### config.mk
export PLATFORM = sky130hd
export DESIGN_NAME = slope_sweep_ctrl_flat
export DESIGN_NICKNAME = d
export VERILOG_FILES = /design/src/rtl/slope_sweep_ctrl_pkg.sv /design/src/rtl/slope_sweep_ctrl_if.sv /design/src/rtl/slope_sweep_ctrl_bracket.sv /design/src/rtl/slope_sweep_ctrl.sv /design/src/flat_wrapper.sv
export SDC_FILE = /design/constraint.sdc
export NUM_CORES = 1
export LEC_CHECK = 0
export CORE_ASPECT_RATIO = 0.9
export CORE_MARGIN = 3
export CORE_UTILIZATION = 40
export CTS_CLUSTER_DIAMETER = 200
export DETAILED_ROUTE_END_ITERATION = 8
export MAX_ROUTING_LAYER = met4
export PLACE_DENSITY = 0.62
export SETUP_SLACK_MARGIN = 0.3
export SYNTH_ARGS = -nofsm -noshare
export SYNTH_HDL_FRONTEND = slang
export SYNTH_SLANG_ARGS = --single-unit
### constraint.sdc
create_clock -name clk -period 4.9 [get_ports clk]
set_input_delay 0.735 -clock clk [delete_from_list [all_inputs] [get_ports clk]]
set_output_delay 0.735 -clock clk [all_outputs]
set_load 0.01 [all_outputs]
### src/rtl/slope_sweep_ctrl_pkg.sv
// -----------------------------------------------------------------------------
// slope_sweep_ctrl_pkg
// Shared constants and types for the slope-cell transfer-function sweeper:
//   - default widths, sweep length, settle/timeout budgets
//   - recording precision and the 30 % / 70 % slew thresholds
//   - the sweep FSM state encoding
//   - a small constant helper used to size counters
// -----------------------------------------------------------------------------
package slope_sweep_ctrl_pkg;

  localparam int SLOPE_FULL_SCALE  = 4096;   // top DAC code
  localparam int SLOPE_CODE_W      = 13;     // DAC code / abscissa width
  localparam int SLOPE_DATA_W      = 16;     // sample width, fraction of 2^16
  localparam int SLOPE_SETTLE_CYC  = 10;     // DAC settle time before strobing
  localparam int SLOPE_TIMEOUT_CYC = 1024;   // max wait for sample_valid
  localparam int SLOPE_ABS_PREC    = 66;     // ~1e-3 of full excursion
  localparam int SLOPE_LOW_THR     = 19661;  // 0.3 * 2^16
  localparam int SLOPE_HIGH_THR    = 45875;  // 0.7 * 2^16
  localparam int SLOPE_DEPTH       = 2048;   // table RAM entries

  typedef enum logic [2:0] {
    ST_IDLE   = 3'd0,
    ST_DRIVE  = 3'd1,
    ST_STROBE = 3'd2,
    ST_WAIT   = 3'd3,
    ST_EVAL   = 3'd4,
    ST_NEXT   = 3'd5,
    ST_DONE   = 3'd6
  } sweep_state_e;

  // Larger of two elaboration-time integers (counter sizing).
  function automatic int max_int(input int a, input int b);
    return (a > b) ? a : b;
  endfunction

endpackage

### src/rtl/slope_sweep_ctrl_if.sv
// -----------------------------------------------------------------------------
// slope_sweep_ctrl_if
// Bundles the two external buses of the sweeper:
//   measurement side : din_code (DAC code), get_val (sample strobe),
//                      sample_valid / sample (front-end response)
//   table side       : tab_we, tab_addr, tab_x, tab_y (point RAM write port)
// master = sweep controller, slave = DAC/front-end/table environment.
// -----------------------------------------------------------------------------
interface slope_sweep_ctrl_if #(
  parameter int CODE_W = 13,
  parameter int DATA_W = 16,
  parameter int ADDR_W = 11
);

  logic [CODE_W-1:0] din_code;
  logic              get_val;
  logic              sample_valid;
  logic [DATA_W-1:0] sample;
  logic              tab_we;
  logic [ADDR_W-1:0] tab_addr;
  logic [CODE_W-1:0] tab_x;
  logic [DATA_W-1:0] tab_y;

  modport master (
    output din_code,
    output get_val,
    input  sample_valid,
    input  sample,
    output tab_we,
    output tab_addr,
    output tab_x,
    output tab_y
  );

  modport slave (
    input  din_code,
    input  get_val,
    output sample_valid,
    output sample,
    input  tab_we,
    input  tab_addr,
    input  tab_x,
    input  tab_y
  );

endinterface

### src/rtl/slope_sweep_ctrl_bracket.sv
// -----------------------------------------------------------------------------
// slope_bracket
// Tracks the pair of recorded points that straddle one threshold T, for later
// linear interpolation of the crossing abscissa.
//   clk, rst_n  : clock, asynchronous active-low reset
//   clear       : re-seed (x0,y0) = (0,0), arm, drop found
//   rec_valid   : a recorded point (x, y) is presented this cycle
//   found       : (x0,y0) -> (x1,y1) is a valid rising bracket
//   x0/y0       : latest point below T
//   x1/y1       : first point at/above T after the latest below-T point
// A new below-T point re-arms the unit, so the latest rising crossing wins.
// -----------------------------------------------------------------------------
module slope_bracket #(
  parameter int T      = 19661,
  parameter int CODE_W = 13,
  parameter int DATA_W = 16
) (
  input  logic              clk,
  input  logic              rst_n,
  input  logic              clear,
  input  logic              rec_valid,
  input  logic [CODE_W-1:0] x,
  input  logic [DATA_W-1:0] y,
  output logic              found,
  output logic [CODE_W-1:0] x0,
  output logic [DATA_W-1:0] y0,
  output logic [CODE_W-1:0] x1,
  output logic [DATA_W-1:0] y1
);

  localparam logic [DATA_W-1:0] T_C = DATA_W'(T);

  logic              r_armed;
  logic              r_found;
  logic [CODE_W-1:0] r_x0;
  logic [DATA_W-1:0] r_y0;
  logic [CODE_W-1:0] r_x1;
  logic [DATA_W-1:0] r_y1;

  // Bracket state: seed on clear, then follow recorded points.
  always_ff @(posedge clk or negedge rst_n) begin
    if (!rst_n) begin
      r_armed <= 1'b0;
      r_found <= 1'b0;
      r_x0    <= '0;
      r_y0    <= '0;
      r_x1    <= '0;
      r_y1    <= '0;
    end else if (clear) begin
      r_armed <= 1'b1;
      r_found <= 1'b0;
      r_x0    <= '0;
      r_y0    <= '0;
      r_x1    <= '0;
      r_y1    <= '0;
    end else if (rec_valid) begin
      if (y < T_C) begin
        r_x0    <= x;
        r_y0    <= y;
        r_armed <= 1'b1;
      end else if (r_armed) begin
        // Only the first point above T after a below-T point closes it.
        r_x1    <= x;
        r_y1    <= y;
        r_found <= 1'b1;
        r_armed <= 1'b0;
      end else begin
        r_armed <= r_armed;
      end
    end else begin
      r_armed <= r_armed;
    end
  end

  assign found = r_found;
  assign x0    = r_x0;
  assign y0    = r_y0;
  assign x1    = r_x1;
  assign y1    = r_y1;

endmodule

### src/rtl/slope_sweep_ctrl.sv
// -----------------------------------------------------------------------------
// slope_sweep_ctrl
// Sweeps the slope-cell DAC code from FULL_SCALE down to 0, strobes one sample
// per step, records points whose output moved by at least ABS_PREC into an
// external table RAM, and brackets the 30 % / 70 % threshold crossings.
//   clk, rst_n        : clock, asynchronous active-low reset
//   start             : begin a sweep (honoured in IDLE only)
//   bus (master)      : din_code/get_val/sample_valid/sample and table port
//   busy, done        : sweep in progress, one-cycle end-of-sweep pulse
//   err, ovf          : sticky timeout / table-overflow flags, cleared on start
//   nbval             : number of recorded points
//   lo_*, hi_*        : threshold brackets (found, x0, y0, x1, y1)
// All outputs are registered; state-decoded outputs are registered from the
// next state so they line up exactly with the state they belong to.
// -----------------------------------------------------------------------------
module slope_sweep_ctrl
  import slope_sweep_ctrl_pkg::*;
#(
  parameter int FULL_SCALE  = SLOPE_FULL_SCALE,
  parameter int CODE_W      = SLOPE_CODE_W,
  parameter int DATA_W      = SLOPE_DATA_W,
  parameter int SETTLE_CYC  = SLOPE_SETTLE_CYC,
  parameter int TIMEOUT_CYC = SLOPE_TIMEOUT_CYC,
  parameter int ABS_PREC    = SLOPE_ABS_PREC,
  parameter int LOW_THR     = SLOPE_LOW_THR,
  parameter int HIGH_THR    = SLOPE_HIGH_THR,
  parameter int DEPTH       = SLOPE_DEPTH,
  parameter int ADDR_W      = $clog2(DEPTH)
) (
  input  logic              clk,
  input  logic              rst_n,
  slope_sweep_ctrl_if.master bus,
  input  logic              start,
  output logic              busy,
  output logic              done,
  output logic              err,
  output logic              ovf,
  output logic [ADDR_W:0]   nbval,
  output logic              lo_found,
  output logic              hi_found,
  output logic [CODE_W-1:0] lo_x0,
  output logic [CODE_W-1:0] lo_x1,
  output logic [CODE_W-1:0] hi_x0,
  output logic [CODE_W-1:0] hi_x1,
  output logic [DATA_W-1:0] lo_y0,
  output logic [DATA_W-1:0] lo_y1,
  output logic [DATA_W-1:0] hi_y0,
  output logic [DATA_W-1:0] hi_y1
);

  localparam int CNT_W = $clog2(max_int(TIMEOUT_CYC, SETTLE_CYC) + 1);

  localparam logic [CODE_W-1:0] FS_C         = CODE_W'(FULL_SCALE);
  localparam logic [ADDR_W:0]   DEPTH_C      = (ADDR_W+1)'(DEPTH);
  localparam logic [DATA_W:0]   PREC_C       = (DATA_W+1)'(ABS_PREC);
  localparam logic [CNT_W-1:0]  SETTLE_LAST  = CNT_W'(SETTLE_CYC - 1);
  localparam logic [CNT_W-1:0]  TIMEOUT_LAST = CNT_W'(TIMEOUT_CYC - 1);

  sweep_state_e      r_state;
  sweep_state_e      w_next;
  logic [CNT_W-1:0]  r_cnt;
  logic [CODE_W-1:0] r_code;
  logic [DATA_W-1:0] r_last;
  logic [DATA_W-1:0] r_sample;
  logic              r_rec;
  logic [ADDR_W:0]   r_nbval;
  logic              r_err;
  logic              r_ovf;
  logic              r_busy;
  logic              r_done;
  logic              r_get_val;
  logic              r_tab_we;
  logic [ADDR_W-1:0] r_tab_addr;
  logic [CODE_W-1:0] r_tab_x;
  logic [DATA_W-1:0] r_tab_y;

  logic              w_busy_nx;
  logic              w_done_nx;
  logic              w_get_val_nx;
  logic              w_start_sweep;
  logic              w_accept;
  logic              w_timeout;
  logic              w_rec_new;
  logic              w_room;
  logic              w_eval_rec;
  logic [CODE_W-1:0] w_x;
  logic [DATA_W:0]   w_diff;
  logic [DATA_W:0]   w_abs;

  assign w_start_sweep = (r_state == ST_IDLE) && start;
  assign w_accept      = (r_state == ST_WAIT) && bus.sample_valid;
  assign w_timeout     = (r_state == ST_WAIT) && !bus.sample_valid &&
                         (r_cnt == TIMEOUT_LAST);
  assign w_x           = FS_C - r_code;
  assign w_room        = (r_nbval < DEPTH_C);

  // One extra bit keeps the signed difference of two unsigned samples exact.
  assign w_diff    = {1'b0, bus.sample} - {1'b0, r_last};
  assign w_abs     = w_diff[DATA_W] ? (-w_diff) : w_diff;
  assign w_rec_new = (w_abs >= PREC_C);

  // r_rec is latched on accept, so in EVAL it flags this step's point.
  assign w_eval_rec = (r_state == ST_EVAL) && r_rec;

  // FSM state register.
  always_ff @(posedge clk or negedge rst_n) begin
    if (!rst_n) begin
      r_state <= ST_IDLE;
    end else begin
      r_state <= w_next;
    end
  end

  // FSM next-state logic.
  always_comb begin
    w_next = r_state;
    case (r_state)
      ST_IDLE: begin
        if (start) begin
          w_next = ST_DRIVE;
        end else begin
          w_next = ST_IDLE;
        end
      end
      ST_DRIVE: begin
        if (r_cnt == SETTLE_LAST) begin
          w_next = ST_STROBE;
        end else begin
          w_next = ST_DRIVE;
        end
      end
      ST_STROBE: begin
        w_next = ST_WAIT;
      end
      ST_WAIT: begin
        if (bus.sample_valid) begin
          w_next = ST_EVAL;
        end else if (r_cnt == TIMEOUT_LAST) begin
          w_next = ST_DONE;
        end else begin
          w_next = ST_WAIT;
        end
      end
      ST_EVAL: begin
        w_next = ST_NEXT;
      end
      ST_NEXT: begin
        if (r_code == '0) begin
          w_next = ST_DONE;
        end else begin
          w_next = ST_DRIVE;
        end
      end
      ST_DONE: begin
        w_next = ST_IDLE;
      end
      default: begin
        w_next = ST_IDLE;
      end
    endcase
  end

  // FSM output decode, taken from the next state so the registered outputs
  // are high exactly while the FSM sits in the matching state.
  always_comb begin
    w_busy_nx    = 1'b0;
    w_done_nx    = 1'b0;
    w_get_val_nx = 1'b0;
    case (w_next)
      ST_IDLE: begin
        w_busy_nx = 1'b0;
      end
      ST_STROBE: begin
        w_busy_nx    = 1'b1;
        w_get_val_nx = 1'b1;
      end
      ST_DONE: begin
        w_busy_nx = 1'b1;
        w_done_nx = 1'b1;
      end
      default: begin
        w_busy_nx = 1'b1;
      end
    endcase
  end

  // Registered state-decoded outputs.
  always_ff @(posedge clk or negedge rst_n) begin
    if (!rst_n) begin
      r_busy    <= 1'b0;
      r_done    <= 1'b0;
      r_get_val <= 1'b0;
    end else begin
      r_busy    <= w_busy_nx;
      r_done    <= w_done_nx;
      r_get_val <= w_get_val_nx;
    end
  end

  // Per-state cycle counter: settle time in DRIVE, timeout in WAIT.
  always_ff @(posedge clk or negedge rst_n) begin
    if (!rst_n) begin
      r_cnt <= '0;
    end else if (w_next != r_state) begin
      r_cnt <= '0;
    end else begin
      r_cnt <= r_cnt + CNT_W'(1);
    end
  end

  // Sweep datapath: code, last recorded sample, point count, sticky flags.
  always_ff @(posedge clk or negedge rst_n) begin
    if (!rst_n) begin
      r_code   <= '0;
      r_last   <= '0;
      r_sample <= '0;
      r_rec    <= 1'b0;
      r_nbval  <= '0;
      r_err    <= 1'b0;
      r_ovf    <= 1'b0;
    end else begin
      if (w_start_sweep) begin
        r_code  <= FS_C;
        r_last  <= '0;
        r_rec   <= 1'b0;
        r_nbval <= '0;
        r_err   <= 1'b0;
        r_ovf   <= 1'b0;
      end
      if (w_accept) begin
        r_sample <= bus.sample;
        r_rec    <= w_rec_new;
      end
      if (w_eval_rec) begin
        // A dropped point still becomes the new reference level.
        r_last <= r_sample;
        if (w_room) begin
          r_nbval <= r_nbval + (ADDR_W+1)'(1);
        end else begin
          r_ovf <= 1'b1;
        end
      end
      if (w_timeout) begin
        r_err <= 1'b1;
      end
      if ((r_state == ST_NEXT) && (r_code != '0)) begin
        r_code <= r_code - CODE_W'(1);
      end
    end
  end

  // Table write port: prepared on accept so the write lands in EVAL.
  always_ff @(posedge clk or negedge rst_n) begin
    if (!rst_n) begin
      r_tab_we   <= 1'b0;
      r_tab_addr <= '0;
      r_tab_x    <= '0;
      r_tab_y    <= '0;
    end else if (w_accept && w_rec_new && w_room) begin
      r_tab_we   <= 1'b1;
      r_tab_addr <= r_nbval[ADDR_W-1:0];
      r_tab_x    <= w_x;
      r_tab_y    <= bus.sample;
    end else begin
      r_tab_we   <= 1'b0;
    end
  end

  slope_bracket #(
    .T      (LOW_THR),
    .CODE_W (CODE_W),
    .DATA_W (DATA_W)
  ) u_lo_bracket (
    .clk       (clk),
    .rst_n     (rst_n),
    .clear     (w_start_sweep),
    .rec_valid (w_eval_rec),
    .x         (w_x),
    .y         (r_sample),
    .found     (lo_found),
    .x0        (lo_x0),
    .y0        (lo_y0),
    .x1        (lo_x1),
    .y1        (lo_y1)
  );

  slope_bracket #(
    .T      (HIGH_THR),
    .CODE_W (CODE_W),
    .DATA_W (DATA_W)
  ) u_hi_bracket (
    .clk       (clk),
    .rst_n     (rst_n),
    .clear     (w_start_sweep),
    .rec_valid (w_eval_rec),
    .x         (w_x),
    .y         (r_sample),
    .found     (hi_found),
    .x0        (hi_x0),
    .y0        (hi_y0),
    .x1        (hi_x1),
    .y1        (hi_y1)
  );

  assign busy         = r_busy;
  assign done         = r_done;
  assign err          = r_err;
  assign ovf          = r_ovf;
  assign nbval        = r_nbval;
  assign bus.din_code = r_code;
  assign bus.get_val  = r_get_val;
  assign bus.tab_we   = r_tab_we;
  assign bus.tab_addr = r_tab_addr;
  assign bus.tab_x    = r_tab_x;
  assign bus.tab_y    = r_tab_y;

endmodule

### src/flat_wrapper.sv
// flat-port wrapper written by rule: the top's interface ports become plain ports
module slope_sweep_ctrl_flat import slope_sweep_ctrl_pkg::*;
#(
  parameter int FULL_SCALE  = SLOPE_FULL_SCALE,
  parameter int CODE_W      = SLOPE_CODE_W,
  parameter int DATA_W      = SLOPE_DATA_W,
  parameter int SETTLE_CYC  = SLOPE_SETTLE_CYC,
  parameter int TIMEOUT_CYC = SLOPE_TIMEOUT_CYC,
  parameter int ABS_PREC    = SLOPE_ABS_PREC,
  parameter int LOW_THR     = SLOPE_LOW_THR,
  parameter int HIGH_THR    = SLOPE_HIGH_THR,
  parameter int DEPTH       = SLOPE_DEPTH,
  parameter int ADDR_W      = $clog2(DEPTH)
)
  (clk, rst_n, start, busy, done, err, ovf, nbval, lo_found, hi_found, lo_x0, lo_x1, hi_x0, hi_x1, lo_y0, lo_y1, hi_y0, hi_y1, bus_din_code, bus_get_val, bus_sample_valid, bus_sample, bus_tab_we, bus_tab_addr, bus_tab_x, bus_tab_y);
  slope_sweep_ctrl_if #(.CODE_W(CODE_W), .DATA_W(DATA_W), .ADDR_W(ADDR_W)) bus_i ();
  input  logic clk;
  input  logic rst_n;
  input  logic start;
  output logic busy;
  output logic done;
  output logic err;
  output logic ovf;
  output logic [ADDR_W:0] nbval;
  output logic lo_found;
  output logic hi_found;
  output logic [CODE_W-1:0] lo_x0;
  output logic [CODE_W-1:0] lo_x1;
  output logic [CODE_W-1:0] hi_x0;
  output logic [CODE_W-1:0] hi_x1;
  output logic [DATA_W-1:0] lo_y0;
  output logic [DATA_W-1:0] lo_y1;
  output logic [DATA_W-1:0] hi_y0;
  output logic [DATA_W-1:0] hi_y1;
  output wire logic [$bits(bus_i.din_code)-1:0] bus_din_code;
  output wire logic [$bits(bus_i.get_val)-1:0] bus_get_val;
  input wire logic [$bits(bus_i.sample_valid)-1:0] bus_sample_valid;
  input wire logic [$bits(bus_i.sample)-1:0] bus_sample;
  output wire logic [$bits(bus_i.tab_we)-1:0] bus_tab_we;
  output wire logic [$bits(bus_i.tab_addr)-1:0] bus_tab_addr;
  output wire logic [$bits(bus_i.tab_x)-1:0] bus_tab_x;
  output wire logic [$bits(bus_i.tab_y)-1:0] bus_tab_y;
  assign bus_din_code = bus_i.din_code;
  assign bus_get_val = bus_i.get_val;
  assign bus_i.sample_valid = bus_sample_valid;
  assign bus_i.sample = bus_sample;
  assign bus_tab_we = bus_i.tab_we;
  assign bus_tab_addr = bus_i.tab_addr;
  assign bus_tab_x = bus_i.tab_x;
  assign bus_tab_y = bus_i.tab_y;
  slope_sweep_ctrl #(.FULL_SCALE(FULL_SCALE), .CODE_W(CODE_W), .DATA_W(DATA_W), .SETTLE_CYC(SETTLE_CYC), .TIMEOUT_CYC(TIMEOUT_CYC), .ABS_PREC(ABS_PREC), .LOW_THR(LOW_THR), .HIGH_THR(HIGH_THR), .DEPTH(DEPTH), .ADDR_W(ADDR_W)) u_core (.clk(clk), .rst_n(rst_n), .bus(bus_i), .start(start), .busy(busy), .done(done), .err(err), .ovf(ovf), .nbval(nbval), .lo_found(lo_found), .hi_found(hi_found), .lo_x0(lo_x0), .lo_x1(lo_x1), .hi_x0(hi_x0), .hi_x1(hi_x1), .lo_y0(lo_y0), .lo_y1(lo_y1), .hi_y0(hi_y0), .hi_y1(hi_y1));
endmodule
**Word level (Yosys, flattened, before mapping)**

Cells that the tools add are included.
W data, S select, Z words.

- Register bits after elaboration: 238
- Input bits: 20
- Output and inout bits: 189
- Word-level logic and storage cells: 142

- Add/subtract/negate cells: 6
- Order comparisons: 4
- Equal/unequal tests: 12
- Multiplexer cells: 67
- Reductions and logical operators: 25

Operator list:

| kind | count |
|---|---|
| $mux W16 | 16 |
| $mux W13 | 16 |
| $mux W12 | 3 |
| $mux W1 | 25 |
| $pmux W3 S6 | 1 |
| $ge A17 B7 Y1 const B | 1 |
| $mux W17 | 1 |
| $neg A17 Y17 | 1 |
| $sub A16 B16 Y17 | 1 |
| $lt A16 B15 Y1 const B | 1 |
| $lt A16 B16 Y1 const B | 1 |
| $reduce_bool A2 Y1 | 8 |
| $logic_not A13 Y1 | 1 |
| $reduce_bool A13 Y1 | 1 |
| $sub A13 B1 Y13 const B | 1 |
| $sub A13 B13 Y13 const A | 1 |
| $add A12 B1 Y12 const B | 1 |
| $lt A12 B12 Y1 const B | 1 |
| $add A11 B1 Y11 const B | 1 |
| $eq A11 B10 Y1 const B | 1 |
| $eq A11 B4 Y1 const B | 1 |
| $mux W11 | 1 |
| $eq A3 B2 Y1 const B | 3 |
| $eq A3 B3 Y1 const B | 3 |
| other kinds (10) | 23 |

**Depth between registers and ports, before layout**

Gate-level depths: netlist of run 1.

- Depth in word-level cells: 7
- Gate-level depth with buffers: 15
- Gate-level depth less buffers: 14

**Modules after synthesis**

Synthesis of run 1 repeated with hierarchy kept, for this count alone.

- Cells, all modules: 1084
- Area, all modules: 12296.8 um^2

Modules (own cells, without submodules):

| module | times used | cells each | area an instance (um^2) | sequential area each (um^2) |
|---|---|---|---|---|
| slope_sweep_ctrl | 1 | 607 | 6492.5 | 2952.8 |
| slope_bracket (u_core.u_lo_bracket) | 1 | 237 | 2910.3 | 1501.4 |
| slope_bracket (u_core.u_hi_bracket) | 1 | 240 | 2894.0 | 1501.4 |

**Least setup slack after synthesis of run 1**

Ideal clock, no wire load.

- Path kind: input to register
- Start point: input port bus_sample[0]
- End point: register u_core.r_tab_addr[0], in the netlist u_core.bus.tab_addr[0]
- Setup time: 0.125 ns
- Arrival: 4.252 ns
- Required time: 4.775 ns
- Slack: 0.523 ns
- Stages: 15
- Path buffers: 1
- Path through: inv_1 ha_1 fa_1 nand2b_1 a21oi_1 or4_1 nand4_1 or4b_1 nor4_2 nand3_1 o21ai_1 a21oi_1 a211oi_2 buf_6 mux2_2

- Word-level cells in the longest chain between the ends: 6

RTL lines:

| item | line | RTL |
|---|---|---|
| start, declared | flat_wrapper.sv:38 | `input wire logic [$bits(bus_i.sample)-1:0] bus_sample;` |
| $sub A16 B16 Y17 * | slope_sweep_ctrl.sv:98 | `assign w_diff = {1'b0, bus.sample} - {1'b0, r_last};` |
| $neg A17 Y17 | slope_sweep_ctrl.sv:99 | `assign w_abs = w_diff[DATA_W] ? (-w_diff) : w_diff;` |
| $mux W17 * | slope_sweep_ctrl.sv:99 |  |
| $ge A17 B7 Y1 * | slope_sweep_ctrl.sv:100 | `assign w_rec_new = (w_abs >= PREC_C);` |
| $logic_and A1 B1 Y1 * (2 in series) | slope_sweep_ctrl.sv:259 | `end else if (w_accept && w_rec_new && w_room) begin` |
| end signal, assigned | slope_sweep_ctrl.sv:261 | `r_tab_addr <= r_nbval[ADDR_W-1:0];` |
| end, declared | slope_sweep_ctrl.sv:73 | `logic [ADDR_W-1:0] r_tab_addr;` |

Mark *: on every way between the ends. The rest lies on a longest branch, timed or not.
A chain may end at the register's enable or synchronous reset.

**Worst setup path after layout of run 1**

- Start point: input port bus_sample[0]
- End point: register u_core.r_tab_y[1], in the netlist u_core.bus.tab_y[1]

- Word-level cells in the longest chain between the ends: 6

RTL lines:

| item | line | RTL |
|---|---|---|
| $sub A16 B16 Y17 * | slope_sweep_ctrl.sv:98 |  |
| $neg A17 Y17 | slope_sweep_ctrl.sv:99 |  |
| $mux W17 * | slope_sweep_ctrl.sv:99 |  |
| $ge A17 B7 Y1 * | slope_sweep_ctrl.sv:100 |  |
| $logic_and A1 B1 Y1 * (2 in series) | slope_sweep_ctrl.sv:259 |  |
| end signal, assigned | slope_sweep_ctrl.sv:263 | `r_tab_y <= bus.sample;` |
| end, declared | slope_sweep_ctrl.sv:75 | `logic [DATA_W-1:0] r_tab_y;` |

Marked as above.

==> flow_summary.toml, run 1 <==
[yosys]
synth_ff_type = "dfrtp_1"
yosysSeqAreaShare_pct = 53.5
syn_nets = 1185
synth_area_leaders = "dfrtp_1 53%, nand2_1 9.1%, mux2_2 4.6%"
synth.avg_cell_area_um2 = 9.74
synth_area_leader_cell = "dfrtp_1"
syn-cell-area_mm2 = 0.0111
postSynth.asyncResetShare_pct = 100
yosys_warnings = 0
yosysMostFrequentCell = "nand2_1"
synth_commonest_cells = "270 x nand2_1, 238 x dfrtp_1, 101 x a21oi_1"
ys_ff_latch = 238
ys_types = 73
synth_edf_count = 0
synthCells = 1143
yosys.area.top_type_share_pct = 53.5

[clock_network]
clock_sinks = 238
h-tree-depth = 1
clk_path_buf_depth = 3
ctsHoldBuffers = 0
root_buffer = "clkbuf_16"
cts_tree = "built"
path_clk_slew_ps = 60
clock_latency_ps = 540
cts_buffers = 27

[drt]
wl_met3_mm = 1.77
drt_iter0_markers = 882
vias = 9274
wl_per_cell_um = 19.1
drt_wl_total_mm = 32.7
first_pass_iters = 5
drc = 0
drt-met1-wl_mm = 15.1
vias_per_cell = 5.40
dr_wl_met2_mm = 15.1
antenna_left = 0
topRoutingLayerUsed = "met4"

[sta]
fmax_mhz = 229
fin_skew_ps = 19.9
slew_headroom_pct = 20.4
rsz0062_at_grt = "false"
hold_viol = 0
finalSetupViolCount = 0
finalMaxSlewViolations = 0
fin_setup_tns_ps = 0
min_period_over_period_pct = 89.2
min_period_ps = 4370
worst_pin_slew_ps = 1190

[placed_design]
place_congestion = 0.889
dp_hpwl_mm = 22.2
port_buffers = 208
dp.cells = 1663

[global_route]
grt_max_degree = 119
grt_pass1_vias = 8787
track_usage_pct = 21.5
overflow = 0
antenna_found_initial = 0
grt_pass1_wl_mm = 50.0

[setup_path]
r2r-start = "u_core.r_last[1]"
r2r_cells = 16
start_kind = "primary input"
worstPathArrival_ps = 4790
cp_max_fo = 8
cp.required_ps = 5320
startpoint = "bus_sample[0]"
crit_type = "in2reg"
crit_path_end_kind = "flop"

[power]
vdd_ir_drop_max_mv = 0.313
cellLeakagePower_nw = 6.40
power_density_mw_per_mm2 = 530

[job]
cap_violations = 0

[floorplan]
ios = 209
start_util_pct = 41.0
die_h_um = 164
fp.dieW_um = 182
core-area_mm2 = 0.0272
rows = 57
die_area_mm2 = 0.0299

[cells_and_area]
area_growth_pct = 32.8
drive_gt1_share_pct = 12.0
stdcell_count = 1717
num_antenna_cells = 0
final_util_pct = 54.4
ff_latch_area_mm2 = 0.00596
fill_cells = 2458
fin_nets = 1386
multiInputGateArea_mm2 = 0.00486

[status]
outcome = "finished clean"

[min_path]
worstHoldPathType = "in2async"
==> cells in the final DEF (no fill, tap or decap), types with 4 or more instances in the layout <==
cell             count
nand4_1              7
mux2_2              45
o21ai_0             59
xor2_1              11
mux2_1              11
a21oi_1            101
nor3_1               8
buf_4               34
nor3b_1              4
nor2b_1              4
clkbuf_16           29
mux2i_1              9
a211oi_1             4
a22o_1              18
clkbuf_8            10
and4_1               4
nand3_1             36
a311o_1              5
nand3b_1             4
dfrtp_1            238
a21o_1               6
o211ai_1             8
ha_1                21
clkdlybuf4s50_1    207
inv_1               28
and3_1               5
xnor2_1             18
nor2_1              46
or2_2                6
nand2b_1             7
nor4_1               5
or3_1                6
clkinv_2             4
nand2_1            270
o31ai_1              4
==> worst max-delay path, stage by stage <==
cell and delay (ps):
clkdlybuf4s50_1 480, inv_1 60, ha_1 230, fa_2 350, nand2b_4 150, a21oi_1 120, buf_4 140, nor2_1 60
xnor2_2 220, or3_4 400, a2111oi_4 290, a21oi_1 70, a222oi_1 250, buf_4 180, a211oi_2 80, a211oi_4 270
buf_6 180, clkbuf_16 180, mux2_2 330
==> metrics by stage <==
| step | hold slack [ps] | cell area, um2 | total power [mW] | setup WS [ps] |
|---|---|---|---|---|
| 4_1_cts | 296 | 14600 | 7.84 | 480 |
| 5_1_grt | 336 | 14800 | 8.29 | 307 |
| 3_5_place_dp | 467 | 13700 | 5.73 | -87.4 |
| 2_1_floorplan | 439 | 11100 | 4.31 | 523 |
| 3_3_place_gp | 461 | 13700 | 5.68 | -15.2 |
| 6_report | 235 | 14800 | 7.83 | 529 |
==> per-layer routing <==
metal  track usage, %  vias to the layer above
li1                 -                     4351
met1             29.7                     4609
met3             3.17                       51
met5                -                        -
met2             33.8                      263
met4             5.50                        0
==> cells by family (layout without fill, tap and decap cells) <==
logic type,Yosys count,after routing,share of synthesized area [%]
and+or+nand+nor,433,433,17.1
buffers and inverters,106,326,3.92
DFF,238,238,53.5
xor gates and xnor gates,32,32,2.52
muxes,65,65,6.47
AOI/OAI and AO/OA,247,247,14.0
adders and majority gates,22,22,2.54
==> layout make-up <==
cell class | instances | share of cell area, %
flip-flops and latches | 238 | 40.3
clock inverters | 8 | 0.736
well taps | 354 | 3.00
clock buffers | 40 | 5.58
multi-input cells | 799 | 32.9
repair buffers | 250 | 16.8
inverters | 28 | 0.711
==> sequential cells by signal, summed over array words and instances (netlist names), 3 cells and up <==
register,count
u_core.r_cnt,11
u_core.bus.tab_x,13
u_core.u_lo_bracket.y1,16
u_core.r_state,3
u_core.bus.tab_addr,11
u_core.r_sample,16
u_core.bus.tab_y,16
u_core.nbval,12
u_core.u_hi_bracket.x1,13
u_core.r_last,16
u_core.u_lo_bracket.x0,13
u_core.bus.din_code,13
u_core.u_hi_bracket.x0,13
u_core.u_hi_bracket.y0,16
u_core.u_lo_bracket.y0,16
u_core.u_hi_bracket.y1,16
u_core.u_lo_bracket.x1,13
==> worst paths after layout <==
check	end	slack, ps
setup reg to reg	u_core.bus.tab_y[5]	860
max in group asynchronous	u_core.r_last[8]	3600
hold / removal	u_core.bus.din_code[5]	240
hold reg to reg	u_core.u_hi_bracket.x0[11]	480
min in group clk	u_core.u_hi_bracket.x0[11]	480
setup / recovery	u_core.bus.tab_y[1]	530
==> repair_timing <==
item,CTS,global route
setup buffers,0,3
resized for setup,0,17
endpoints found under the setup margin,0,40
endpoints found under the hold margin,0,0
==> power by group <==
group	switching (mW)	leakage, nW	total [mW]	internal, mW
registers	0.503	3.20	2.89	2.39
clock network	0.821	0.466	2.09	1.27
logic	1.55	2.74	2.85	1.30
total	2.87	6.40	7.83	4.96
Power figures use the tool's default switching activity.
==> run 2: changes to the inputs <==
--- a/config.mk
+++ b/config.mk
@@ -12,6 +12,7 @@
 export DETAILED_ROUTE_END_ITERATION = 8
 export MAX_ROUTING_LAYER = met4
 export PLACE_DENSITY = 0.62
+export RECOVER_POWER = 100
 export SETUP_SLACK_MARGIN = 0.3
 export SYNTH_ARGS = -nofsm -noshare
 export SYNTH_HDL_FRONTEND = slang
==> flow_summary.toml, run 2 (same netlist as run 1, synthesis figures left out) <==
[drt]
topRoutingLayerUsed = "met4"
vias = 9269
wl_met3_mm = 1.81
dr_wl_met2_mm = 15.0
vias_per_cell = 5.40
drc = 0
drt_wl_total_mm = 32.7
drt-met1-wl_mm = 15.0
antenna_left = 0
first_pass_iters = 5
drt_iter0_markers = 877
wl_per_cell_um = 19.0

[sta]
fin_setup_tns_ps = 0
finalMaxSlewViolations = 236
worst_pin_slew_ps = 2920
finalSetupViolCount = 0
slew_headroom_pct = -94.8
rsz0062_at_grt = "false"
hold_viol = 0
worst_slack_ps = 418
hold_ws_ps = 472
fin_skew_ps = 20.9
min_period_ps = 4480
min_period_over_period_pct = 91.5
fmax_mhz = 223

[cells_and_area]
drive_gt1_share_pct = 11.2
final_area_mm2 = 0.0147
final_common_cell = "nand2_1"
fin_nets = 1386
final_util_pct = 54.2
final_cell_mix = "270 x nand2_1, 238 x dfrtp_1, 189 x dlygate4sd3_1"
num_antenna_cells = 0
stdcell_count = 1717
area_growth_pct = 32.2

[setup_path]
cp_max_fo = 8
crit_end = "u_core.bus.tab_y[1]"
cp.required_ps = 5320
startpoint = "bus_sample[2]"
crit_path_end_kind = "flop"
crit_type = "in2reg"
worstPathArrival_ps = 4900
r2r-start = "u_core.r_last[1]"
r2r_slack_ps = 740
start_kind = "primary input"
timing.rr.end = "u_core.bus.tab_y[1]"
r2r_cells = 17

[placed_design]
place_congestion = 0.889
dp_hpwl_mm = 22.2
postPlaceCellArea_mm2 = 0.0137
place_ws_ps = -87.4
dp.cells = 1663
port_buffers = 208

[clock_network]
clock_sinks = 238
h-tree-depth = 1
clock_latency_ps = 550
path_clk_slew_ps = 60
cts_tree = "built"
clk_path_buf_depth = 3
root_buffer = "clkbuf_16"
cts_buffers = 27

[global_route]
track_usage_pct = 21.5
grt_max_degree = 119
overflow = 0
grt_pass1_wl_mm = 50.0
antenna_found_initial = 0
grt_pass1_vias = 8787

[job]
cap_violations = 4

[status]
violations = "max-capacitance violations, max-slew violations"
outcome = "finished with violations"

[floorplan]
core-area_mm2 = 0.0272
die_area_mm2 = 0.0299
ios = 209
rows = 57
start_util_pct = 41.0
fp.dieW_um = 182
die_h_um = 164

[power]
power.total_mw = 7.68
power_density_mw_per_mm2 = 522
vdd_ir_drop_max_mv = 0.299
cellLeakagePower_nw = 6.90

[min_path]
worstHoldPathType = "reg2reg"
[run 2: worst min path at each step]
stage,slack [ps],to,start,cells after the start
after floorplan,440,u_core.bus.din_code[0],rst_n,0
after global placement,460,u_core.u_hi_bracket.y1[15],u_core.u_hi_bracket.y1[15],2
after detailed placement,470,u_core.u_hi_bracket.y1[15],u_core.u_hi_bracket.y1[15],2
after CTS,300,u_core.u_hi_bracket.x0[2],rst_n,1
after global routing,500,u_core.u_hi_bracket.y1[15],u_core.u_hi_bracket.y1[15],2
final,470,u_core.u_hi_bracket.x0[11],u_core.u_hi_bracket.x0[11],2
[run 2: power by group]
group          internal, mW  switching, mW
sequential             2.39          0.487
clock                  1.27          0.819
combinational          1.17           1.54
total                  4.83           2.85
[run 2: final cells by class]
type | instances | area [um2]
fillers | 2470 | 12500
repair buffers | 250 | 2430
clock buffers | 40 | 825
well taps | 354 | 443
clock inverters | 8 | 109
inverters | 28 | 105
multi-input cells | 799 | 4850
flip-flops and latches | 238 | 5960
[run 2: critical path: stages]
cell and delay, ps:
clkdlybuf4s50_1 470, ha_1 420, o211a_1 240, o31a_1 120, buf_4 150, o22ai_1 220, xor2_1 400, o211ai_1 210
a2111oi_4 360, a21oi_1 70, a222oi_1 240, clkbuf_1 180, a211oi_2 110, a211oi_4 270, buf_6 180, clkbuf_16 180
mux2_2 330
[run 2: metal layers]
metal / track usage [%] / vias up
li1: - / 4356
met1: 29.7 / 4595
met2: 33.8 / 267
met3: 3.17 / 51
met4: 5.50 / 0
met5: - / -
[run 2: timing repair]
item / CTS / global route
hold buffers: 0 / 0
setup endpoints to repair: 0 / 40
gates resized for setup: 0 / 17
setup buffers: 0 / 3
